### config.mk
export PLATFORM = sky130hd
export DESIGN_NAME = mips_multicycle_ctrl
export DESIGN_NICKNAME = d
export VERILOG_FILES = /design/src/rtl/mips_multicycle_ctrl_pkg.sv /design/src/rtl/mips_multicycle_ctrl_outdec.sv /design/src/rtl/mips_multicycle_ctrl.sv
export SDC_FILE = /design/constraint.sdc
export NUM_CORES = 1
export LEC_CHECK = 0
export ABC_CLOCK_PERIOD_IN_PS = 1450
export BUFFER_PORTS_ARGS = -buffer_cell sky130_fd_sc_hd__buf_2
export CORE_MARGIN = 1.5
export CORE_UTILIZATION = 43
export DETAILED_ROUTE_END_ITERATION = 8
export MAX_ROUTING_LAYER = met4
export PLACE_DENSITY = 0.75
export SLEW_MARGIN = 20
export SYNTH_ARGS = -nofsm -noshare
export SYNTH_HDL_FRONTEND = slang
export SYNTH_HIERARCHICAL = 1
export SYNTH_SLANG_ARGS = --single-unit
export TNS_END_PERCENT = 50
### constraint.sdc
create_clock -name clk -period 1.45 [get_ports clk]
set_input_delay 0.0725 -clock clk [delete_from_list [all_inputs] [get_ports clk]]
set_output_delay 0.0725 -clock clk [all_outputs]
set_load 0.005 [all_outputs]
### src/rtl/mips_multicycle_ctrl_pkg.sv
// Shared encodings for the multicycle MIPS control path: opcodes, FSM states,
// datapath select codes and the packed control word.
package mips_multicycle_ctrl_pkg;

  localparam int unsigned OP_W    = 6;
  localparam int unsigned STATE_W = 4;

  typedef enum logic [STATE_W-1:0] {
    S_RESET   = 4'd0,
    S_FETCH   = 4'd1,
    S_DECODE  = 4'd2,
    S_MEMADR  = 4'd3,
    S_MEMRD   = 4'd4,
    S_MEMWR   = 4'd5,
    S_MEMWB   = 4'd6,
    S_EXEC    = 4'd7,
    S_ALUWB   = 4'd8,
    S_IEXEC_S = 4'd9,
    S_IEXEC_Z = 4'd10,
    S_IWB     = 4'd11,
    S_BRANCH  = 4'd12,
    S_JUMP    = 4'd13
  } state_e;

  localparam logic [OP_W-1:0] OP_RTYPE = 6'b000000;
  localparam logic [OP_W-1:0] OP_LW    = 6'b100011;
  localparam logic [OP_W-1:0] OP_SW    = 6'b101011;
  localparam logic [OP_W-1:0] OP_BEQ   = 6'b000100;
  localparam logic [OP_W-1:0] OP_BNE   = 6'b000101;
  localparam logic [OP_W-1:0] OP_ADDI  = 6'b001000;
  localparam logic [OP_W-1:0] OP_ANDI  = 6'b001100;
  localparam logic [OP_W-1:0] OP_ORI   = 6'b001101;
  localparam logic [OP_W-1:0] OP_SLTI  = 6'b001010;
  localparam logic [OP_W-1:0] OP_J     = 6'b000010;

  localparam logic [2:0] SRCB_B        = 3'b000;
  localparam logic [2:0] SRCB_FOUR     = 3'b001;
  localparam logic [2:0] SRCB_SEXT     = 3'b010;
  localparam logic [2:0] SRCB_SEXT_SH2 = 3'b011;
  localparam logic [2:0] SRCB_ZEXT     = 3'b100;

  localparam logic [1:0] ALUOP_ADD   = 2'b00;
  localparam logic [1:0] ALUOP_SUB   = 2'b01;
  localparam logic [1:0] ALUOP_FUNCT = 2'b10;
  localparam logic [1:0] ALUOP_OPC   = 2'b11;

  localparam logic [1:0] PCSRC_ALU    = 2'b00;
  localparam logic [1:0] PCSRC_ALUOUT = 2'b01;
  localparam logic [1:0] PCSRC_JUMP   = 2'b10;

  typedef struct packed {
    logic       mem_write;
    logic       ir_write;
    logic       iord;
    logic       mem_to_reg;
    logic       reg_dst;
    logic       reg_write;
    logic       alu_src_a;
    logic [2:0] alu_src_b;
    logic [1:0] alu_op;
    logic [1:0] pc_source;
    logic       pc_write;
    logic       pc_write_cond;
    logic       branch_ne;
    logic       illegal_op;
    logic       instr_done;
  } ctrl_t;

  function automatic logic op_is_legal(input logic [OP_W-1:0] op);
    case (op)
      OP_RTYPE, OP_LW, OP_SW, OP_BEQ, OP_BNE,
      OP_ADDI, OP_ANDI, OP_ORI, OP_SLTI, OP_J: return 1'b1;
      default:                                 return 1'b0;
    endcase
  endfunction

endpackage

### src/rtl/mips_multicycle_ctrl_outdec.sv
// Combinational state -> control word decode. Handshake-dependent terms are
// emitted ungated here; the top qualifies them with mem_ready.
module mips_ctrl_outdec
  import mips_multicycle_ctrl_pkg::*;
(
  input  state_e          state_i,
  input  logic [OP_W-1:0] op_i,
  output ctrl_t           ctrl_o
);

  always_comb begin
    ctrl_o = '0;
    case (state_i)
      S_FETCH: begin
        ctrl_o.alu_src_b = SRCB_FOUR;
        ctrl_o.ir_write  = 1'b1;
        ctrl_o.pc_write  = 1'b1;
      end
      S_DECODE: begin
        ctrl_o.alu_src_b  = SRCB_SEXT_SH2;
        ctrl_o.illegal_op = ~op_is_legal(op_i);
      end
      S_MEMADR: begin
        ctrl_o.alu_src_a = 1'b1;
        ctrl_o.alu_src_b = SRCB_SEXT;
      end
      S_MEMRD: ctrl_o.iord = 1'b1;
      S_MEMWR: begin
        ctrl_o.iord       = 1'b1;
        ctrl_o.mem_write  = 1'b1;
        ctrl_o.instr_done = 1'b1;
      end
      S_MEMWB: begin
        ctrl_o.mem_to_reg = 1'b1;
        ctrl_o.reg_write  = 1'b1;
        ctrl_o.instr_done = 1'b1;
      end
      S_EXEC: begin
        ctrl_o.alu_src_a = 1'b1;
        ctrl_o.alu_src_b = SRCB_B;
        ctrl_o.alu_op    = ALUOP_FUNCT;
      end
      S_ALUWB: begin
        ctrl_o.reg_dst    = 1'b1;
        ctrl_o.reg_write  = 1'b1;
        ctrl_o.instr_done = 1'b1;
      end
      S_IEXEC_S, S_IEXEC_Z: begin
        ctrl_o.alu_src_a = 1'b1;
        ctrl_o.alu_op    = ALUOP_OPC;
        ctrl_o.alu_src_b = (state_i == S_IEXEC_Z) ? SRCB_ZEXT : SRCB_SEXT;
      end
      S_IWB: begin
        ctrl_o.reg_write  = 1'b1;
        ctrl_o.instr_done = 1'b1;
      end
      S_BRANCH: begin
        ctrl_o.alu_src_a     = 1'b1;
        ctrl_o.alu_src_b     = SRCB_B;
        ctrl_o.alu_op        = ALUOP_SUB;
        ctrl_o.pc_write_cond = 1'b1;
        ctrl_o.pc_source     = PCSRC_ALUOUT;
        ctrl_o.branch_ne     = (op_i == OP_BNE);
        ctrl_o.instr_done    = 1'b1;
      end
      S_JUMP: begin
        ctrl_o.pc_source  = PCSRC_JUMP;
        ctrl_o.pc_write   = 1'b1;
        ctrl_o.instr_done = 1'b1;
      end
      default: ctrl_o = '0;
    endcase
  end

endmodule

### src/rtl/mips_multicycle_ctrl.sv
// Main control FSM of the multicycle MIPS core: one instruction phase per
// state, with memory wait states, illegal-opcode flag and retire pulse.
module mips_multicycle_ctrl
  import mips_multicycle_ctrl_pkg::*;
#(
  parameter int unsigned OPW = 6,
  parameter int unsigned SW  = 4
) (
  input  logic           clk,
  input  logic           rst,
  input  logic [OPW-1:0] OP_code,
  input  logic           mem_ready,
  output logic           MemWrite,
  output logic           IRWrite,
  output logic           IorD,
  output logic           MemtoReg,
  output logic           RegDst,
  output logic           RegWrite,
  output logic           ALUSrcA,
  output logic [2:0]     ALUSrcB,
  output logic [1:0]     ALUOp,
  output logic [1:0]     PCSource,
  output logic           PCWrite,
  output logic           PCWriteCond,
  output logic           BranchNE,
  output logic           illegal_op,
  output logic           instr_done
);

  logic [SW-1:0] state_q, state_d;
  logic          store_q, store_d;
  state_e        state;
  ctrl_t         dec_ctrl, ctrl;

  // Raw register viewed through the enum so spare encodings fall to default arms.
  assign state = state_e'(state_q);

  always_ff @(posedge clk or negedge rst) begin
    if (!rst) begin
      state_q <= S_RESET;
      store_q <= 1'b0;
    end else begin
      state_q <= state_d;
      store_q <= store_d;
    end
  end

  // lw/sw split is captured in DECODE so MEMADR does not re-read the opcode.
  always_comb begin
    state_d = S_FETCH;
    store_d = store_q;
    case (state)
      S_RESET:  state_d = S_FETCH;
      S_FETCH:  state_d = mem_ready ? S_DECODE : S_FETCH;
      S_DECODE: begin
        store_d = (OP_code == OP_SW);
        case (OP_code)
          OP_LW, OP_SW:     state_d = S_MEMADR;
          OP_RTYPE:         state_d = S_EXEC;
          OP_BEQ, OP_BNE:   state_d = S_BRANCH;
          OP_ADDI, OP_SLTI: state_d = S_IEXEC_S;
          OP_ANDI, OP_ORI:  state_d = S_IEXEC_Z;
          OP_J:             state_d = S_JUMP;
          default:          state_d = S_FETCH;
        endcase
      end
      S_MEMADR:             state_d = store_q ? S_MEMWR : S_MEMRD;
      S_MEMRD:              state_d = mem_ready ? S_MEMWB : S_MEMRD;
      S_MEMWR:              state_d = mem_ready ? S_FETCH : S_MEMWR;
      S_EXEC:               state_d = S_ALUWB;
      S_IEXEC_S, S_IEXEC_Z: state_d = S_IWB;
      default:              state_d = S_FETCH;
    endcase
  end

  mips_ctrl_outdec u_outdec (
    .state_i (state),
    .op_i    (OP_code),
    .ctrl_o  (dec_ctrl)
  );

  always_comb begin
    ctrl = dec_ctrl;
    if (state == S_FETCH) begin
      ctrl.ir_write = dec_ctrl.ir_write & mem_ready;
      ctrl.pc_write = dec_ctrl.pc_write & mem_ready;
    end
    if (state == S_MEMWR) begin
      ctrl.instr_done = dec_ctrl.instr_done & mem_ready;
    end
  end

  assign MemWrite    = ctrl.mem_write;
  assign IRWrite     = ctrl.ir_write;
  assign IorD        = ctrl.iord;
  assign MemtoReg    = ctrl.mem_to_reg;
  assign RegDst      = ctrl.reg_dst;
  assign RegWrite    = ctrl.reg_write;
  assign ALUSrcA     = ctrl.alu_src_a;
  assign ALUSrcB     = ctrl.alu_src_b;
  assign ALUOp       = ctrl.alu_op;
  assign PCSource    = ctrl.pc_source;
  assign PCWrite     = ctrl.pc_write;
  assign PCWriteCond = ctrl.pc_write_cond;
  assign BranchNE    = ctrl.branch_ne;
  assign illegal_op  = ctrl.illegal_op;
  assign instr_done  = ctrl.instr_done;

endmodule

==> flow_metrics.tcl <==
set metrics [dict create \
    grt_pass1_vias 832 \
    ios 28 \
    fill_cells 112 \
    worst_clock_skew_ns 0.01163 \
    place_area_um2 897.1 \
    criticalPathCategory "flop to output port" \
    synthAdderAreaFrac 0 \
    grt_pass1_wl_mm 3.615 \
    pre_cts_ws_ns 0.08854 \
    final_hold_viol_count 0 \
    setup_tns_ns -0.4904 \
    die-width_um 43.62 \
    worstPathRequired_ns 1.38 \
    cts_sinks 5 \
    drive_gt1_frac 0.5036 \
    finalInstanceArea_um2 1082 \
    synthXorXnorAreaFrac 0 \
    grt_usage 0.2603 \
    die_h_um 43.62 \
    ys.flop_type "dfrtp_1" \
    drt-total-wl_mm 2.229 \
    synth_common_cells "11 x nand2_1, 10 x nor2_1, 8 x nor3_1" \
    critPathArrivalTime_ns 1.53 \
    drtIter0Drc 33 \
    violations "setup timing" \
    synth_top_family_by_area "simple AND/OR/NAND/NOR gates" \
    htree_levels 1 \
    maxCapViolations 0 \
    antenna_found_initial 0 \
    portBuffers 27 \
    synth_compound_area_frac 0.3122 \
    drv_slew 0 \
    synthSimpleGateAreaFrac 0.4392 \
    period_needed_ns 1.602 \
    fin_nets 149 \
    dp_hpwl_mm 1.369 \
    fin_crit_sh 1.105 \
    netlist_area_um2 709.4 \
    fin_util 0.7102 \
    yosys.area.top_type "dfrtp_1" \
    gp_congestion 0.9147 \
    multi_input_area_um2 616.8 \
    ant_nets 0 \
    rsz0062_at_grt "true" \
    synth-seq-cells 5 \
    crit_path_end_kind "output port" \
    yosys_warnings 6 \
    synth.avg_cell_area_um2 7.166 \
    grt_max_degree 25 \
    path_clk_slew_ns 0.05 \
    max_slew_margin 0.7869 \
    syn_to_final_growth_pct 52.56 \
    netlist.area_leader.share 0.1764 \
    ff_latch_area_um2 128.9 \
    num_vias 930 \
    synth-edff-count 0 \
    ir_drop_mv 0.8586 \
    worstMarginPinSlew_ns 0.3177 \
    status "complete, but fails checks" \
    cp-start-kind "flop" \
    leakagePower_uw 0.0005129 \
    synth_mux_area_frac 0.01587 \
    fin_ws_ns -0.1517 \
    power.density_nw_per_um2 1841 \
    cts_root_buffer "clkbuf_4" \
    cts_buffers 3 \
    min_path_type "input pin to flop" \
    coreArea_um2 1524 \
    postSynthCellCount 99 \
    fin_hold_ws_ns 0.08687 \
    cts_tree "done" \
    synth_most_common_cell "nand2_1" \
    wl_per_cell_um 14.38 \
    crit_fanout 8 \
    drcViolationCount 0 \
    diodes 0 \
    timing.fmax_mhz 624.3 \
    clockBufferDepth 2 \
    grt-ovfl-total 0 \
    firstDrtPassIters 4 \
    synth_area_leaders "dfrtp_1 18%, nand2_1 5.8%, nor3_1 5.6%, nor2_1 5.3%, nand2b_1 4.4%" \
    vias_per_cell 6.000 \
    yosys.cell_types.count 46 \
    setup_viol 6 \
    dieArea_um2 1903 \
    initial_core_util 0.4655 \
    async_flop_share 1.000 \
    placementRows 14 \
    syn-num-nets 108 \
    synth_seq_area_share 0.1764 \
    clk_latency_ns 0.25 \
]
## cell type report
type,count,area share
sequential,5,0.1191
tap,16,0.01850
multi-input combinational,86,0.5699
timing repair buffer,42,0.2613
clock buffer,4,0.02428
inverter,2,0.006936
## critical path, stage by stage, from the launching register on
cell and delay, ns:
dfrtp_2 0.47, or2b_4 0.32, and2_1 0.19, nor3_1 0.16
buf_2 0.15
## repair_timing
item | CTS | global route
buffers inserted | 7 | 0
pin swaps | 0 | 4
hold buffers | 1 | 0
gates resized for setup | 8 | 16
hold endpoints to repair | 5 | 0
setup endpoints to repair | 12 | 17
## logic make-up (layout without fill, tap and decap cells)
logic type      after synthesis  in the layout
compound gates               30             30
flops                         5              5
buf+inv                       8             48
mux                           1              1
simple gates                 55             55
## layout by cell type (no fill, tap or decap), types with 3 or more instances in the layout
| cell type | synthesis | layout |
|---|---|---|
| nor2b_1 | 3 | 3 |
| nor2_2 | 0 | 3 |
| nand2b_1 | 5 | 3 |
| o22ai_1 | 4 | 4 |
| a211oi_1 | 3 | 3 |
| buf_4 | 2 | 10 |
| clkbuf_4 | 0 | 3 |
| nor2_1 | 10 | 6 |
| a21oi_1 | 4 | 4 |
| nor3_1 | 8 | 6 |
| nand2_1 | 11 | 11 |
| dfrtp_2 | 0 | 3 |
| buf_2 | 2 | 27 |
## metal layers
metal	part of all wire	routed length [um]	track usage
met1	0.42	942	0.3112
met2	0.49	1095	0.4147
met3	0.059	131	0.03333
met4	0.026	59	0.1515
met5	0	0	-
## power by group
group,internal [uW],switching (uW),leakage [uW]
clock,105,65.3,0.0000150
sequential,206,90.4,0.0000604
combinational,787,740,0.000437
## sequential cells by signal, summed over array words and instances (netlist names)
name,flops
store_q,1
state,4
## metrics by stage
stage / total power [uW] / cells
global route: 2143 / 155
finish: 1992 / 155
floorplan: 1033 / 99
detailed placement: 1436 / 143
CTS: 1803 / 155
global placement: 1412 / 143
## path summary, 6_finish.rpt
path                       slack (ns)       start          to  depth (start not counted)
min in group asynchronous        0.15         rst     store_q                          2
setup reg to reg                 0.06    state[1]    state[3]                          5
hold reg to reg                  0.49     store_q     store_q                          2
hold / removal                   0.09  OP_code[4]     store_q                          2
setup / recovery                -0.15    state[1]  ALUSrcB[0]                          4
max in group asynchronous        1.13         rst    state[1]                          2
(Power assumes the default switching activity.)
